--- src/rtl/timer_ctrl_pkg.sv ---
// Shared definitions for the timer controller: register map, CTRL layout, FSM states.
package timer_ctrl_pkg;

  localparam logic [2:0] REG_CTRL     = 3'd0;
  localparam logic [2:0] REG_PRESCALE = 3'd1;
  localparam logic [2:0] REG_COMPARE  = 3'd2;
  localparam logic [2:0] REG_COUNT    = 3'd3;
  localparam logic [2:0] REG_STATUS   = 3'd4;

  localparam int CTRL_EN       = 0;
  localparam int CTRL_PERIODIC = 1;
  localparam int CTRL_IRQ_EN   = 2;

  typedef enum logic {
    IDLE = 1'b0,
    RUN  = 1'b1
  } tstate_t;

  // Packed so that en lands on bit CTRL_EN, periodic on CTRL_PERIODIC, irq_en on CTRL_IRQ_EN.
  typedef struct packed {
    logic irq_en;
    logic periodic;
    logic en;
  } ctrl_t;

endpackage

--- src/rtl/timer_prescaler.sv ---
// Prescaler: counts 0..prescale while running and pulses tick on the terminal value.
module timer_prescaler #(
  parameter int PRESCALE_W = 16
) (
  input  logic                  clk,
  input  logic                  rst,
  input  logic                  run,
  input  logic                  clear,
  input  logic [PRESCALE_W-1:0] prescale,
  output logic                  tick
);

  logic [PRESCALE_W-1:0] phase;

  assign tick = run & (phase == prescale);

  // Phase counter: held at zero while stopped or cleared, wraps after each tick.
  // NOTE: sequential state uses non-blocking assignments so every flop samples pre-edge values.
  always_ff @(posedge clk or posedge rst) begin
    if (rst) begin
      phase <= '0;
    end else if (clear || !run || tick) begin
      phase <= '0;
    end else begin
      phase <= phase + 1'b1;
    end
  end

endmodule

--- src/rtl/timer_ctrl.sv ---
// Programmable timer: bus register file, 32-bit tick counter with compare,
// one-shot/periodic FSM and a latched, write-1-to-clear interrupt.
module timer_ctrl
  import timer_ctrl_pkg::*;
#(
  parameter logic [31:0] RESET_COMPARE = 32'd100000,
  parameter int          PRESCALE_W    = 16
) (
  input  logic        clk,
  input  logic        rst,
  input  logic        bus_sel,
  input  logic        bus_we,
  input  logic [2:0]  bus_addr,
  input  logic [31:0] bus_wdata,
  output logic [31:0] bus_rdata,
  output logic        bus_ready,
  output logic        irq
);

  tstate_t               state;
  ctrl_t                 ctrl;
  ctrl_t                 ctrl_next;
  logic [PRESCALE_W-1:0] prescale;
  logic [31:0]           compare;
  logic [31:0]           count;
  logic                  pending;
  logic                  pending_next;
  logic [31:0]           read_data;

  logic wr;
  logic ctrl_wr;
  logic prescale_wr;
  logic compare_wr;
  logic count_wr;
  logic status_w1c;
  logic tick;
  logic expiry;

  assign wr          = bus_sel & bus_we;
  assign ctrl_wr     = wr && (bus_addr == REG_CTRL);
  assign prescale_wr = wr && (bus_addr == REG_PRESCALE);
  assign compare_wr  = wr && (bus_addr == REG_COMPARE);
  assign count_wr    = wr && (bus_addr == REG_COUNT);
  assign status_w1c  = wr && (bus_addr == REG_STATUS) && bus_wdata[0];

  // A COUNT write in the tick cycle wins: the tick is swallowed and cannot expire.
  assign expiry = tick & ~count_wr & (count == compare);

  // Expiry sets PENDING even when a W1C lands in the same cycle.
  assign pending_next = expiry | (pending & ~status_w1c);

  timer_prescaler #(
    .PRESCALE_W (PRESCALE_W)
  ) u_prescaler (
    .clk      (clk),
    .rst      (rst),
    .run      (state == RUN),
    .clear    (count_wr),
    .prescale (prescale),
    .tick     (tick)
  );

  // Next CTRL value: a bus write beats the one-shot hardware clear of EN.
  // NOTE: the default assignment first keeps this block free of inferred latches.
  always_comb begin
    ctrl_next = ctrl;
    if (ctrl_wr) begin
      ctrl_next = ctrl_t'(bus_wdata[2:0]);
    end else if (expiry && !ctrl.periodic) begin
      ctrl_next.en = 1'b0;
    end
  end

  // Read multiplexer; unmapped words and unused bits return zero.
  always_comb begin
    read_data = '0;
    case (bus_addr)
      REG_CTRL:     read_data = 32'(ctrl);
      REG_PRESCALE: read_data = 32'(prescale);
      REG_COMPARE:  read_data = compare;
      REG_COUNT:    read_data = count;
      REG_STATUS:   read_data = 32'(pending);
      default:      read_data = '0;
    endcase
  end

  // Configuration registers written from the bus.
  always_ff @(posedge clk or posedge rst) begin
    if (rst) begin
      ctrl     <= '0;
      prescale <= '0;
      compare  <= RESET_COMPARE;
    end else begin
      ctrl <= ctrl_next;
      if (prescale_wr) prescale <= bus_wdata[PRESCALE_W-1:0];
      if (compare_wr)  compare  <= bus_wdata;
    end
  end

  // Run/idle FSM following the effective EN, so a stop or one-shot expiry takes effect at once.
  always_ff @(posedge clk or posedge rst) begin
    if (rst) begin
      state <= IDLE;
    end else begin
      case (state)
        IDLE:    if (ctrl_next.en)  state <= RUN;
        RUN:     if (!ctrl_next.en) state <= IDLE;
        default: state <= IDLE;
      endcase
    end
  end

  // Tick counter with compare match; wraps modulo 2^32 when COMPARE is below COUNT.
  always_ff @(posedge clk or posedge rst) begin
    if (rst) begin
      count <= '0;
    end else if (count_wr) begin
      count <= '0;
    end else if (tick) begin
      count <= expiry ? '0 : count + 32'd1;
    end
  end

  // Latched PENDING flag and the registered interrupt that follows it one cycle later.
  always_ff @(posedge clk or posedge rst) begin
    if (rst) begin
      pending <= 1'b0;
      irq     <= 1'b0;
    end else begin
      pending <= pending_next;
      irq     <= pending & ctrl.irq_en;
    end
  end

  // Bus response: one-cycle ready after each access, read data registered, zero otherwise.
  always_ff @(posedge clk or posedge rst) begin
    if (rst) begin
      bus_ready <= 1'b0;
      bus_rdata <= '0;
    end else begin
      bus_ready <= bus_sel;
      bus_rdata <= (bus_sel && !bus_we) ? read_data : '0;
    end
  end

endmodule

--- config.mk ---
export PLATFORM = sky130hd
export DESIGN_NAME = timer_ctrl
export DESIGN_NICKNAME = d
export VERILOG_FILES = /design/src/rtl/timer_ctrl_pkg.sv /design/src/rtl/timer_prescaler.sv /design/src/rtl/timer_ctrl.sv
export SDC_FILE = /design/constraint.sdc
export NUM_CORES = 1
export LEC_CHECK = 0
export CELL_PAD_IN_SITES_DETAIL_PLACEMENT = 1
export CELL_PAD_IN_SITES_GLOBAL_PLACEMENT = 1
export CORE_MARGIN = 8
export CORE_UTILIZATION = 25
export CTS_CLUSTER_SIZE = 30
export DETAILED_ROUTE_END_ITERATION = 7
export GPL_TIMING_DRIVEN = 0
export PLACE_DENSITY_LB_ADDON = 0.1
export SYNTH_ARGS = -nofsm -noshare
export SYNTH_HDL_FRONTEND = slang
export SYNTH_SLANG_ARGS = --single-unit
--- constraint.sdc ---
create_clock -name clk -period 9.34 [get_ports clk]
set_input_delay 1.868 -clock clk [delete_from_list [all_inputs] [get_ports clk]]
set_output_delay 1.868 -clock clk [all_outputs]
set_load 0.01 [all_outputs]
==> results of run 1 <==
worst max path at each step:
| stage | slack [ns] | from | cells past startpoint | end |
|---|---|---|---|---|
| 4_1_cts | 5.20 | bus_addr[0] | 6 | compare[11]$_DFFE_PP0P_ |
| 3_3_place_gp | 1.59 | rst | 2 | count[11]$_DFFE_PP0P_ |
| 3_5_place_dp | 4.76 | bus_addr[0] | 6 | compare[19]$_DFFE_PP0P_ |
| 6_report | 5.28 | bus_addr[0] | 6 | compare[11]$_DFFE_PP0P_ |
| 5_1_grt | 5.12 | bus_addr[0] | 6 | compare[18]$_DFFE_PP0P_ |
| 2_1_floorplan | 3.90 | rst | 1 | bus_rdata[0]$_DFF_PP0_ |
stage by stage:
step | power, uW | util (%) | std cells | instance area, um2
after floorplan | 840 | - | 607 | 6660
after global placement | 934 | 29.8 | 1013 | 7780
after detailed placement | 941 | 29.9 | 1014 | 7820
after CTS | 1610 | 32.1 | 1046 | 8380
after global routing | 1650 | 32.1 | 1046 | 8380
final | 1570 | 32.1 | 1046 | 8380
cell usage in the layout (no fill, tap or decap), types with 3 or more instances in the layout:
master / count
dfrtp_1: 128
clkdlybuf4s50_1: 71
xnor2_1: 64
mux2_2: 63
nor2_1: 61
nand2_1: 50
a22oi_1: 30
xor2_1: 25
o21ai_1: 24
buf_2: 23
nand4_1: 20
nand3_1: 19
clkbuf_16: 17
clkbuf_1: 12
and3_1: 10
o21ai_0: 8
a21oi_1: 6
dfstp_2: 6
nor4_1: 5
clkinv_2: 5
buf_4: 4
nor3_1: 4
nor3_2: 3
buf_1: 3
clkinvlp_4: 3
worst register-to-register path, delay by kind of cell, from the launching register on:
kind                   cells  cell delay (ns)
XOR/XNOR                   1             0.38
AO/OA/AOI/OAI              1             0.12
flip-flops                 1             0.45
buffers and inverters      1             0.31
AND/OR/NAND/NOR            4             1.14
power by group through the flow:
stage          registers, uW  logic [uW]  clock network (uW)
2_1_floorplan            697         144                   0
3_3_place_gp             718         217                   0
3_5_place_dp             720         221                   0
4_1_cts                  709         223                 673
5_1_grt                  719         238                 696
6_report                 709         216                 648
flip-flops by register name, indices dropped and copies added (netlist names):
signal,cells
ctrl,3
pending,1
prescale,16
bus_rdata,32
u_prescaler.phase,16
bus_ready,1
compare,32
irq,1
count,32
cells by family (layout without fill, tap and decap cells):
group / count (synthesis) / count (layout) / synth area share [%]
AO/OA/AOI/OAI: 76 / 76 / 7.20
buffers and inverters: 44 / 148 / 3.25
XOR/XNOR: 89 / 89 / 11.7
flip-flops: 134 / 134 / 50.5
multiplexers: 66 / 66 / 11.5
AND/OR/NAND/NOR: 196 / 196 / 15.5
adder cells (fa/ha/maj): 2 / 2 / 0.376
cell type report:
type                       count  area share [%]
clock inverter                12            1.24
sequential                   134            40.1
inverter                       2           0.149
buffer                        42            2.49
multi-input combinational    429            36.7
clock buffer                  20            5.45
timing repair buffer          72            8.81
tap                          335            5.00
per-layer routing:
| layer | part of all wire (%) | up-vias |
|---|---|---|
| met2 | 48 | 69 |
| met5 | 0.049 | - |
| li1 | - | 2287 |
| met3 | 3.4 | 17 |
| met1 | 47 | 2457 |
| met4 | 1.2 | 2 |
==> metrics, run 1 <==
WL final=roughly 20000 um; setup TNS=0 ns; largest net degree at the start of global routing=75; Switch Pwr=432 uW; Hold EP=irq$_DFF_PP0_; ys flop type=dfrtp_1; fmax=around 0.25 GHz; worst-path fanout max=10; DR vias=4832; Die W=roughly 180 um; hold_sp=pending$_DFF_PP0_; All-Layer GR Usage=13.4%; Reg power frac=between 40% and 50%; maximum root-to-sink buffer count=2; WP data arrival=about 4.4 ns; Mapped Area=~6700 um2; Logic pwr share=13.8%; Distinct cells, synth=52; cts hold-fix bufs=0; met1 usage=between 15 and 20%; post-synthesis sequential element count=approximately 130; Total Nets Final=approximately 740; Clk Latency, worst-skew pair=~0.42 ns; met2 Use GR=between 20% and 30%; Yosys top cell area share=between 40% and 50%; initial antenna violation count=1; crit-path cells=clkdlybuf4s50_1 > nor3b_2 > nor2b_1 > clkbuf_1 > buf_2 > mux2_2; Post-synth ARST share=100%; # DRC=0; Clock Skew=~0.0076 ns; critical path data required time=just under 10 ns; Max Cap Viol=0; GP Congestion=0.754; met3 Usage GRT=under 10%; Internal=~1100 uW; max_slew headroom=roughly 45%; R2R setup slack=between 6 and 7 ns; First-pass DRT Iterations=4; GRT overflow=0; slowest stage delay, CP=~0.72 ns; multi-input logic area=3080 um2; CP Class=in -> reg; RSZ-0062 raised after global routing=false; die area=~32000 um2; worst slack at placement=4.76 ns; Resized Gates After CTS=0; endpoints failing setup=0; min cycle time layout=approximately 4.1 ns; crit start category=primary input; vias per inst=4.62; core area=around 26000 um2; Reg clk slew, reported paths=0.06 ns; CTS tree=yes; Static Leakage=~0.0033 uW; R2R Path Start=count[3]$_DFFE_PP0P_; Iter 0 DRT Violations=222; fin crit share=approximately 44%; Syn Area/Cell=11.0 um2; Slowest-stage cell, CP=nor3b_2; largest area contributor in the netlist=dfrtp_1; Hold Slack=around 0.53 ns; # fillers=about 2900; final hold vios=0; Pwr Density=~190 nW/um2; WL per Instance=roughly 19 um; Max VDD drop=approximately 0.11 mV; Yosys Warn Count=0; Die Y=roughly 180 um; top cells by area, synth=dfrtp_1 48%, mux2_2 11%, xnor2_1 8.4%; top cells by count, synth=128 x dfrtp_1, 64 x xnor2_1, 63 x mux2_2, 61 x nor2_1, 50 x nand2_1; count leader, synth=dfrtp_1; Initial Util=25.5%; vias in the first global route=between 5000 and 6000; Syn Inst Count=~610; HP Class=reg -> reg; Storage cell area=3360 um2; syn_nets=about 650; first-pass GRT wire length=between 30000 and 40000 um; number of diodes=0; CP top delay family=buffers and inverters; Post-synth EDFFs=0; Clock power frac=around 40%; Crit. End Element=flop; share of post-route cells with drive strength above 1=approximately a fifth; io pins=73; Final Max Tran Viols=0; worst r2r path cells=7; Sw Share=between 20% and 30%; setup bufs post-CTS=0; H-tree depth=4; worst-margin pin slew=0.821 ns; sequential area share after synthesis=50.5%; CTS buffer count=17; row cnt=~60; Sink Count=between 100 and 150; FF-to-FF End=count[9]$_DFFE_PP0P_; Final ANT Viol Nets=0; Area growth syn-to-layout=25.9%; Top Usage Layer GRT=met2; crit path buf inv count=3; Port Buffer Count=a little over 70; CTS root buf=clkbuf_16; Worst Setup Slack, final=between 5 and 6 ns; status=finished clean; hold depth=1; estimated wirelength of the detail-placed design=roughly 15000 um
No activity file was read; power rests on OpenSTA's default activity.
==> run 2, diff against run 1 <==
Clock period 9.34 ns to 4.2 ns, I/O delays scaled along.
==> metrics, run 2 (same netlist as run 1, synthesis figures left out) <==
CTS root buf=clkbuf_16; min cycle time layout=a little over 3 ns; First-pass DRT Iterations=4 (unchanged); setup bufs post-CTS=0 (unchanged); cts hold-fix bufs=0 (unchanged); worst-path fanout max=10 (unchanged); Port Buffer Count=71 (unchanged); Sink Count=134 (unchanged); first-pass GRT wire length=32200 um (-0.17%); endpoints failing setup=0 (unchanged); io pins=73 (unchanged); H-tree depth=4 (unchanged); CP Class=in -> reg; row cnt=59 (unchanged); max_slew headroom=41.1% (-3.8 points); Pwr Density=431 nW/um2 (+130%); most common library cell in the layout ignoring fill and taps=dfrtp_1; # DRC=0 (unchanged); All-Layer GR Usage=13.3% (-0.052 points); estimated wirelength of the detail-placed design=15300 um (+1.2%); cell area after layout=8460 um2 (+1.0%); Resized Gates After CTS=0 (unchanged); fin cells=1048 (+0.19%); CTS buffer count=17 (unchanged); Clock Skew=0.0103 ns (+0.00266 ns); worst-margin pin slew=0.877 ns (+0.0563 ns); # fillers=2904 (-0.34%); HP Class=reg -> reg; final hold vios=0 (unchanged); crit-path cells=clkdlybuf4s50_1 > nor3b_2 > nor2b_1 > clkbuf_1 > buf_2 > mux2_2; vias per inst=4.60 (-0.48%); Final Max Tran Viols=0 (unchanged); CTS tree=yes; Slowest-stage cell, CP=nor3b_2; fin crit share=between 70% and 80%; die area=32100 um2 (unchanged); WL final=20300 um (+0.14%); fmax=around 0.33 GHz; core area=26100 um2 (unchanged); R2R setup slack=1.68 ns (-5.13 ns); largest net degree at the start of global routing=41 (-45%); Post-Place Cells=1016 (+0.20%); Reg clk slew, reported paths=0.06 ns (about the same); GP Congestion=0.758 (+0.56%); most frequent cells in the layout=128 x dfrtp_1, 71 x clkdlybuf4s50_1, 64 x xnor2_1; status=finished clean; Die Y=179 um (unchanged); top flop regs=bus_rdata: 32 flops, compare: 32 flops, count: 32 flops; Tot Pwr=3650 uW (+130%); slowest stage delay, CP=0.73 ns (about the same); Crit. End Element=flop; maximum root-to-sink buffer count=2 (unchanged); Initial Util=25.5% (unchanged); initial antenna violation count=1 (unchanged); DR vias=4818 (-0.29%); vias in the first global route=5418 (+0.69%); critical path data required time=4.50 ns (-5.14 ns); Iter 0 DRT Violations=163 (-27%); Max Cap Viol=0 (unchanged); Final ANT Viol Nets=0 (unchanged); WP data arrival=3.36 ns (-1.01 ns); RSZ-0062 raised after global routing=false; Clk Latency, worst-skew pair=0.42 ns (about the same); crit start category=primary input; Total Nets Final=741 (+0.27%); Die W=179 um (unchanged); number of diodes=0 (unchanged); GRT overflow=0 (unchanged); setup TNS=0 ns (unchanged); Static Leakage=0.00334 uW (+0.95%); Max VDD drop=0.248 mV (+120%); share of post-route cells with drive strength above 1=20.9% (-0.20 points); Area growth syn-to-layout=27.2%; WL per Instance=19.3 um (about the same); dpl cell area=7850 um2 (+0.40%)
## run 2: cell count changes in the layout (fill, tap and decap cells not counted)
cell / delta
buf_16: -1
clkbuf_1: +3
clkinv_2: -4
bufinv_16: +3
clkbuf_8: -2
buf_12: +3
## run 2: report_power, final
part | leakage, uW | switching, uW | internal, uW
logic | 0.00128 | 219 | 264
registers | 0.00177 | 142 | 1430
clock network | 0.000292 | 596 | 999
## run 2: worst max-delay path: cells and delay by family
family / cells / cell delay [ns]
and+or+nand+nor: 2 / 0.94
muxes: 1 / 0.38
buffers and inverters: 3 / 1.18
## run 2: cell type report
type                            instances  area (um2)  share of cell area (%)
Timing Repair Buffer                   74         771                    9.11
Multi-Input combinational cell        429        3080                    36.4
Inverter                                2        11.3                   0.133
Clock buffer                           21         440                    5.20
Tap cell                              335         419                    4.95
Buffer                                 42         209                    2.47
Sequential cell                       134        3360                    39.7
Clock inverter                         11         175                    2.07
## run 2: worst paths after layout
path	to	from	cells after the start
min reg2reg	u_prescaler.phase[0]$_DFF_PP0_	u_prescaler.phase[0]$_DFF_PP0_	1
max	compare[17]$_DFFE_PP0P_	bus_addr[0]	6
min in group asynchronous	irq$_DFF_PP0_	rst	2
max reg2reg	count[9]$_DFFE_PP0P_	count[25]$_DFFE_PP0P_	8
min	u_prescaler.phase[0]$_DFF_PP0_	u_prescaler.phase[0]$_DFF_PP0_	1
max in group asynchronous	compare[10]$_DFFE_PP1P_	rst	3
## run 2: per-stage QoR
| step | util (%) | hold slack [ns] | setup WS, ns |
|---|---|---|---|
| 3_3_place_gp | 29.8 | 0.516 | 0.247 |
| 2_1_floorplan | - | 0.467 | 1.70 |
| 3_5_place_dp | 30.0 | 0.534 | 0.622 |
| 6_report | 32.4 | 0.530 | 1.14 |
| 5_1_grt | 32.4 | 0.545 | 1.01 |
| 4_1_cts | 32.4 | 0.538 | 1.07 |
## run 2: metal layers
layer / global-route usage (%) / vias up / wire [um]
met4: 3.51 / 2 / 234
met3: 3.10 / 17 / 644
met2: 22.3 / 64 / 9870
li1: - / 2299 / -
met1: 17.1 / 2436 / 9520
met5: 0 / - / 8
